File: src/rtl/serial_adder.sv
// serial_adder: bit-serial WIDTH-bit adder, one full-adder cell with a registered carry,
// LSB first, start/busy/done handshake; result and carry-out held until the next run completes.
module serial_adder #(
   parameter int WIDTH = 8
) (
   input  logic             clk,
   input  logic             rst_n,
   input  logic             start,
   input  logic [WIDTH-1:0] a,
   input  logic [WIDTH-1:0] b,
   input  logic             cin,
   output logic             busy,
   output logic             done,
   output logic [WIDTH-1:0] sum,
   output logic             cout
);
   localparam int CW = (WIDTH > 1) ? $clog2(WIDTH) : 1;

   typedef enum logic [1:0] {IDLE, RUN, DONE} state_t;

   state_t           state, state_nx;
   logic [WIDTH-1:0] a_sr, b_sr, r_sr, r_nx;
   logic [CW-1:0]    cnt;
   logic             carry, s, c, last, accept;

   assign s      = a_sr[0] ^ b_sr[0] ^ carry;
   assign c      = (a_sr[0] & b_sr[0]) | (a_sr[0] & carry) | (b_sr[0] & carry);
   assign last   = cnt == CW'(WIDTH - 1);
   assign accept = start && state != RUN;
   assign busy   = state == RUN;
   assign done   = state == DONE;

   always_comb begin
      r_nx = r_sr >> 1;
      r_nx[WIDTH-1] = s;
      state_nx = accept ? RUN : (state == RUN) ? (last ? DONE : RUN) : IDLE;
   end

   always_ff @(posedge clk or negedge rst_n) begin
      if (!rst_n) begin
         state <= IDLE;
         a_sr  <= '0;
         b_sr  <= '0;
         r_sr  <= '0;
         carry <= 1'b0;
         cnt   <= '0;
         sum   <= '0;
         cout  <= 1'b0;
      end else begin
         state <= state_nx;
         if (accept) begin
            a_sr  <= a;
            b_sr  <= b;
            carry <= cin;
            cnt   <= '0;
         end else if (state == RUN) begin
            a_sr  <= a_sr >> 1;
            b_sr  <= b_sr >> 1;
            r_sr  <= r_nx;
            carry <= c;
            cnt   <= cnt + 1'b1;
            // r_nx already holds this edge's sum bit, so it is the complete result
            if (last) begin
               sum  <= r_nx;
               cout <= c;
            end
         end
      end
   end
endmodule

File: config.mk
export PLATFORM = sky130hd
export DESIGN_NAME = serial_adder
export DESIGN_NICKNAME = d
export VERILOG_FILES = /design/src/rtl/serial_adder.sv
export SDC_FILE = /design/constraint.sdc
export NUM_CORES = 1
export LEC_CHECK = 0
export BUFFER_PORTS_ARGS = -buffer_cell sky130_fd_sc_hd__buf_2
export CAP_MARGIN = 20
export CORE_MARGIN = 1
export CORE_UTILIZATION = 48
export CTS_CLUSTER_SIZE = 20
export DETAILED_ROUTE_END_ITERATION = 10
export PLACE_DENSITY = 0.78
export SYNTH_ARGS = -nofsm -noshare
export SYNTH_HDL_FRONTEND = slang
export SYNTH_SLANG_ARGS = --single-unit
File: constraint.sdc
create_clock -name clk -period 2.34 [get_ports clk]
set_clock_uncertainty 0.05 [all_clocks]
set_input_delay 0.351 -clock clk [delete_from_list [all_inputs] [get_ports clk]]
set_output_delay 0.351 -clock clk [all_outputs]
set_load 0.01 [all_outputs]
# After elaboration in Yosys (flattened, before gate mapping)
# Cells that the tools add are included.
# totals
elab_cells,36
ff_bits,39
in_bits,20
output_inout_bits,11
# classes
n_addsub,1
bitwise,8
eq_ne,4
n_reduce_logical,4
muxes,11
# ops
op,count
$mux W8,4
$mux W2,3
$mux W3,2
$add A3 B1 Y3 const B,1
$and A1 B1 Y1,3
$eq A3 B3 Y1 const B,1
$reduce_and A3 Y1,1
$eq A2 B1 Y1 const B,1
$eq A2 B2 Y1 const B,1
$mux W1,2
$ne A2 B1 Y1 const B,1
$or A1 B1 Y1,2
$reduce_and A2 Y1,1
$reduce_bool A2 Y1,1
$xor A1 B1 Y1,2
$logic_and A1 B1 Y1,1
$not A1 Y1,1

# Depth between registers and ports, before layout
# Gate-level depths: netlist (run 1).
# depth
ltp_word,5
depth_mapped,5
depth_no_buf,4

# Least setup slack after synthesis (run 1)
# OpenSTA, ideal clock, no wires.
# synth_path
kind,flip-flop to flip-flop
from,reg cnt[0]
to,reg cout
path_stages_with_launch,6
path_buffers,1
path_slack_ps,814
required_ps,2165
period_less_slack_ps,1526
t_arrival_ps,1351
setup_time_ps,125
path_cell_list,dfrtp_1 > ha_1 > ha_1 > nand3b_1 > buf_2 > mux2_2
# synth_between
elab_chain_len,2
# synth_lines
item,line,text
"start, declared",23,logic [CW-1:0] cnt;
"start signal, assigned",61,cnt <= cnt + 1'b1;
$eq A3 B3 Y1,28,assign last = cnt == CW'(WIDTH - 1);
$reduce_and A3 Y1 (no source line),-,
"end signal, assigned",48,cout <= 1'b0;
"end signal, assigned",65,cout <= c;
"end, declared",15,output logic cout
# Every way passes these cells.
# A chain may end at the register's enable or synchronous reset.

# Final worst setup path (run 1)
# layout_path
from,reg state[1]
to,out busy
# layout_between
elab_chain_len,1
# layout_lines
item,line,text
"start, declared",21,"state_t state, state_nx;"
"start signal, assigned",50,state <= state_nx;
$eq A2 B1 Y1,30,assign busy = state == RUN;
"end, declared",12,"output logic busy,"
# Every way passes these cells.

==> flow_summary.yaml, run 1 <==
critical_path:
  cp_max_fo: 7
  crit_end: "busy"
  r2r-start: "cnt[0]$_DFFE_PN0P_"
  rr_worst_depth: 4
  rr_endpoint: "sum[3]$_DFFE_PN0P_"
  worstPathRequired_ns: 1.94
  crit_start: "state[1]$_DFF_PN0_"
  critPathKind: "reg -> out"
  critPathLaunchType: "flop"
  rrSetupSlack_ns: 0.62
  cp.arrival_ns: 1.33
  worst_setup_path_end_kind: "output port"
sta:
  finalSetupViolations: 0
  max_freq_mhz: 578
  finalSetupTns_ns: 0
  rsz0062_at_grt: "no"
  worst_slew_pin_slew_ns: 0.822
  slew_headroom_pct: 45.2
  finalMaxSlewViolations: 0
  period_minus_slack_ns: 1.73
  min_period_over_period_pct: 73.9
  hold_viol: 0
clock_tree:
  cts_resized: 0
  cts.clk_slew.worst_paths_ns: 0.08
  cts_setup_buffers: 0
  cts_made_buffers: 5
  clock_sinks: 38
  cts_tree: "yes"
  htreeDepth: 2
  clock_latency_ns: 0.29
  cts_hold_buf: 0
  cts_buffer_depth: 2
  cts-root-buf: "clkbuf_8"
route:
  routedWlPerCell_um: 15.2
  ant_nets: 0
  dr.pass1.iters: 3
  vias_per_cell: 5.10
  drcViolationCount: 0
  drtIter0Drc: 33
  num_vias: 974
  wirelength_um: 2910
placement:
  dpl.hpwl_um: 2020
  place.gp.congestion: 0.691
  port_buffers: 30
finish:
  n_antenna_cell: 0
  regArea_um2: 951
  fill_cells: 295
  fin_util_pct: 60.4
  area_delta_synth_final_pct: 15.3
  final_net_count: 167
  final_layout_size_suffix_gt1_share_pct: 61.4
  multi_input_area_um2: 792
power:
  ir_drop_mv: 0.627
  combPwrFrac_pct: 39.5
  p_sw_share_pct: 28.9
  clkPwrFrac_pct: 19.7
  power.density_nw_per_um2: 1320
  p_switching_mw: 0.796
  p_leak_nw: 1.06
  p_seq_share_pct: 40.7
  p_int_mw: 1.96
floorplan:
  start_util_pct: 52.3
  coreArea_um2: 3470
  die-width_um: 63.5
  core.rowCount: 21
  die-area_um2: 4030
  ios: 31
  die_h_um: 63.5
synth:
  avgSynthCellArea_um2: 16.5
  synth_top_cell_by_area: "dfrtp_1"
  synth_seq_cells: 38
  yosysTopAreaCellShare_pct: 52.4
  syn_inst: 110
  synth_area_leaders: "dfrtp_1 (52%), mux2_4 (26%), mux2_2 (9.9%)"
  syn-num-nets: 133
  yosys_warnings: 0
  syn-cell-area_um2: 1820
  ys_types: 13
  yosysSeqAreaShare_pct: 52.4
run_status:
  run_status: "finished clean"
global_route:
  antenna_found_initial: 0
  grt_pass1_vias: 1054
  grt.total_usage_pct: 16.5
  grt_pass1_wl_um: 5110
  grt_max_degree: 39
  grt_overflow: 0
worst_hold_path:
  hold_path_class: "in -> async"
job:
  cap_violations: 0
## power groups by stage
| stage | Clock [mW] | Combinational (mW) | Sequential (mW) |
|---|---|---|---|
| 2_1_floorplan | 0 | 0.860 | 1.12 |
| 3_3_place_gp | 0 | 1.06 | 1.12 |
| 3_5_place_dp | 0 | 1.10 | 1.14 |
| 4_1_cts | 0.557 | 1.11 | 1.12 |
| 5_1_grt | 0.578 | 1.19 | 1.16 |
| 6_report | 0.543 | 1.09 | 1.12 |
## worst max-delay path, stage by stage (launching register included)
cell      delay [ns]
dfrtp_1         0.38
nand2b_1        0.29
inv_1           0.22
buf_2           0.16
## layout make-up
type	instances	area share, %
clock buffers	5	3.29
clock inverters	3	1.91
inverters	3	0.538
multi-input cells	63	37.8
flip-flops and latches	38	45.4
well taps	46	2.75
repair buffers	33	8.25
## cell usage in the layout (no fill, tap or decap)
cell / Yosys / layout
mux2_2: 16 / 16
mux2i_1: 4 / 4
nand2b_1: 2 / 2
mux2_4: 32 / 32
nor2b_1: 3 / 3
nand3b_1: 1 / 1
nor2_1: 2 / 2
ha_1: 2 / 2
clkinv_2: 0 / 2
dfrtp_1: 38 / 38
fa_1: 1 / 1
inv_1: 3 / 3
buf_4: 0 / 3
buf_2: 1 / 30
clkbuf_8: 0 / 5
bufinv_16: 0 / 1
## metrics by stage
stage                     hold slack (ns)  instance area, µm²  setup slack, ns  total power [mW]  instances
after global routing                0.176                2090            0.511              2.93        191
after global placement              0.418                1980            0.674              2.18        183
final                               0.106                2090            0.611              2.75        191
after floorplan                   0.00541                1820            0.814              1.98        110
after CTS                           0.125                2090            0.589              2.79        191
after detailed placement            0.431                1980            0.611              2.23        183
## Yosys cell counts, drive strengths merged
cell,n
dfrtp,38
nor2b,3
mux2,48
nand2b,2
ha,2
mux2i,4
buf,6
nand3b,1
nor2,2
inv,3
fa,1
## registers in the layout, indices dropped and copies added (netlist names)
signal	count
cout	1
cnt	3
carry	1
state	2
sum	8
b_sr	8
r_sr	7
a_sr	8
## worst min-delay path by stage
stage	slack (ns)	to	cells after the start
after floorplan	0.005	a_sr[0]$_DFFE_PN0P_	0
after global placement	0.42	b_sr[2]$_DFFE_PN0P_	1
after detailed placement	0.43	cnt[0]$_DFFE_PN0P_	1
after CTS	0.13	b_sr[3]$_DFFE_PN0P_	1
after global routing	0.18	a_sr[1]$_DFFE_PN0P_	1
final	0.11	b_sr[4]$_DFFE_PN0P_	1
## kinds of logic (layout without fill, tap and decap cells)
group	count (synthesis)	count (layout)	synth area share [%]
multiplexers	52	52	38.6
flip-flops	38	38	52.4
buffers and inverters	9	44	4.00
AND/OR/NAND/NOR	8	8	2.55
adder cells (fa/ha/maj)	3	3	2.48
## layer usage
| metal | GRT usage, % | wire (µm) | share of wire, % | vias to the layer above |
|---|---|---|---|---|
| li1 | - | - | - | 450 |
| met1 | 22.0 | 1340 | 46 | 498 |
| met2 | 25.4 | 1380 | 47 | 21 |
| met3 | 3.80 | 132 | 4.5 | 5 |
| met4 | 7.67 | 59 | 2.0 | 0 |
| met5 | 0 | 0 | 0 | - |
Note: power is estimated with default switching activity, not from simulation.
==> run 2: changes to the inputs <==
Clock period 2.34 ns to 1.8 ns, I/O delays scaled along.
==> run 2 against run 1 <==
  * Routed wire length shrank 1.5%
  * Core utilization increased by 1.6 points
  * Clock-buffer cell count is 1 higher
  * Worst setup slack worse by 0.51 ns
==> flow_summary.yaml, run 2 (same netlist as run 1, synthesis figures left out) <==
critical_path:
  rrSetupSlack_ns: 0.24
  rr_worst_depth: 5
  worst_setup_path_end_kind: "output port"
  cp_max_fo: 6
  rr_endpoint: "sum[7]$_DFFE_PN0P_"
  critPathKind: "reg -> out"
  r2r-start: "cnt[0]$_DFFE_PN0P_"
  worstPathRequired_ns: 1.48
  crit_end: "busy"
  critPathLaunchType: "flop"
  crit_start: "state[0]$_DFF_PN0_"
  cp.arrival_ns: 1.38
clock_tree:
  cts_resized: 0
  cts_made_buffers: 5
  cts_tree: "yes"
  cts_buffer_depth: 2
  cts-root-buf: "clkbuf_8"
  cts.clk_slew.worst_paths_ns: 0.07
  cts_setup_buffers: 0
  cts_hold_buf: 1
  htreeDepth: 2
  clock_sinks: 38
  clock_latency_ns: 0.28
floorplan:
  die_h_um: 63.5
  ios: 31
  coreArea_um2: 3470
  start_util_pct: 52.3
  die-area_um2: 4030
  core.rowCount: 21
  die-width_um: 63.5
power:
  p_switching_mw: 1.02
  clkPwrFrac_pct: 19.7
  power.density_nw_per_um2: 1690
  p_seq_share_pct: 40.2
  p_sw_share_pct: 28.0
  p_leak_nw: 1.08
  combPwrFrac_pct: 40.1
  ir_drop_mv: 0.871
  p_int_mw: 2.61
finish:
  layout_common_cells: "dfrtp_1 (38), mux2_4 (32), buf_2 (30), mux2_2 (16), clkbuf_8 (6)"
  reg_top3: "a_sr: 8 flops, b_sr: 8 flops, sum: 8 flops"
  final_net_count: 170
  area_delta_synth_final_pct: 18.3
  n_antenna_cell: 0
  final_common_cell: "dfrtp_1"
  fin_cells: 193
  final_layout_size_suffix_gt1_share_pct: 61.2
  fin_util_pct: 61.9
sta:
  period_minus_slack_ns: 1.70
  max_freq_mhz: 588
  finalSetupViolations: 0
  min_period_over_period_pct: 94.5
  worst_slew_pin_slew_ns: 0.470
  slew_headroom_pct: 68.7
  hold_viol: 0
  whs_ns: 0.193
  finalMaxSlewViolations: 0
  rsz0062_at_grt: "no"
  finalSetupTns_ns: 0
placement:
  place_inst: 185
  port_buffers: 30
  place.gp.congestion: 0.723
  dpl.hpwl_um: 2000
route:
  num_vias: 971
  drtIter0Drc: 29
  drcViolationCount: 0
  vias_per_cell: 5.03
  wirelength_um: 2870
  dr.pass1.iters: 3
  routedWlPerCell_um: 14.8
  ant_nets: 0
worst_hold_path:
  min_path_cells: 3
  hold_path_class: "in -> reg"
global_route:
  grt_pass1_wl_um: 4960
  grt_max_degree: 39
  antenna_found_initial: 0
  grt_pass1_vias: 1041
  grt.total_usage_pct: 16.6
  grt_overflow: 0
run_status:
  run_status: "finished clean"
job:
  cap_violations: 0
## run 2: power groups by stage
stage | combinational (mW) | sequential (mW) | clock (mW)
final | 1.45 | 1.46 | 0.714
after CTS | 1.48 | 1.46 | 0.735
after global routing | 1.58 | 1.51 | 0.777
after detailed placement | 1.47 | 1.47 | 0
after global placement | 1.41 | 1.45 | 0
after floorplan | 1.12 | 1.46 | 0
## run 2: area by class of cell
class	instances	area (µm²)
clock inverter	1	30.0
sequential	38	951
fill	276	1320
inverter	3	11.3
multi-input combinational	63	792
clock buffer	6	82.6
tap	46	57.6
timing repair buffer	36	223
## run 2: how the worst min path moves through the flow
stage	from	endpoint	slack, ns
floorplan	rst_n	a_sr[0]$_DFFE_PN0P_	-0.08
global placement	rst_n	b_sr[1]$_DFFE_PN0P_	0.28
detailed placement	rst_n	sum[7]$_DFFE_PN0P_	0.30
CTS	b[7]	b_sr[7]$_DFFE_PN0P_	0.19
global route	b[7]	b_sr[7]$_DFFE_PN0P_	0.20
finish	b[7]	b_sr[7]$_DFFE_PN0P_	0.19
## run 2: routing by layer
| layer | track usage, % | part of all wire (%) |
|---|---|---|
| met1 | 21.2 | 46 |
| met2 | 25.9 | 48 |
| met3 | 4.53 | 4.3 |
| met4 | 7.67 | 1.5 |
| met5 | 0 | 0 |
## run 2: stage by stage
step,power (mW),cell area [µm²],worst slack (ns)
detailed placement,2.94,2020,0.234
CTS,3.68,2150,0.0789
global placement,2.86,2020,0.274
floorplan,2.58,1820,0.274
finish,3.63,2150,0.0998
global route,3.86,2150,0.00511
## run 2: worst max-delay path, cell delays in order, from the launching register on
cell      delay (ns)
dfrtp_1         0.40
nand2b_1        0.32
inv_1           0.19
buf_2           0.18
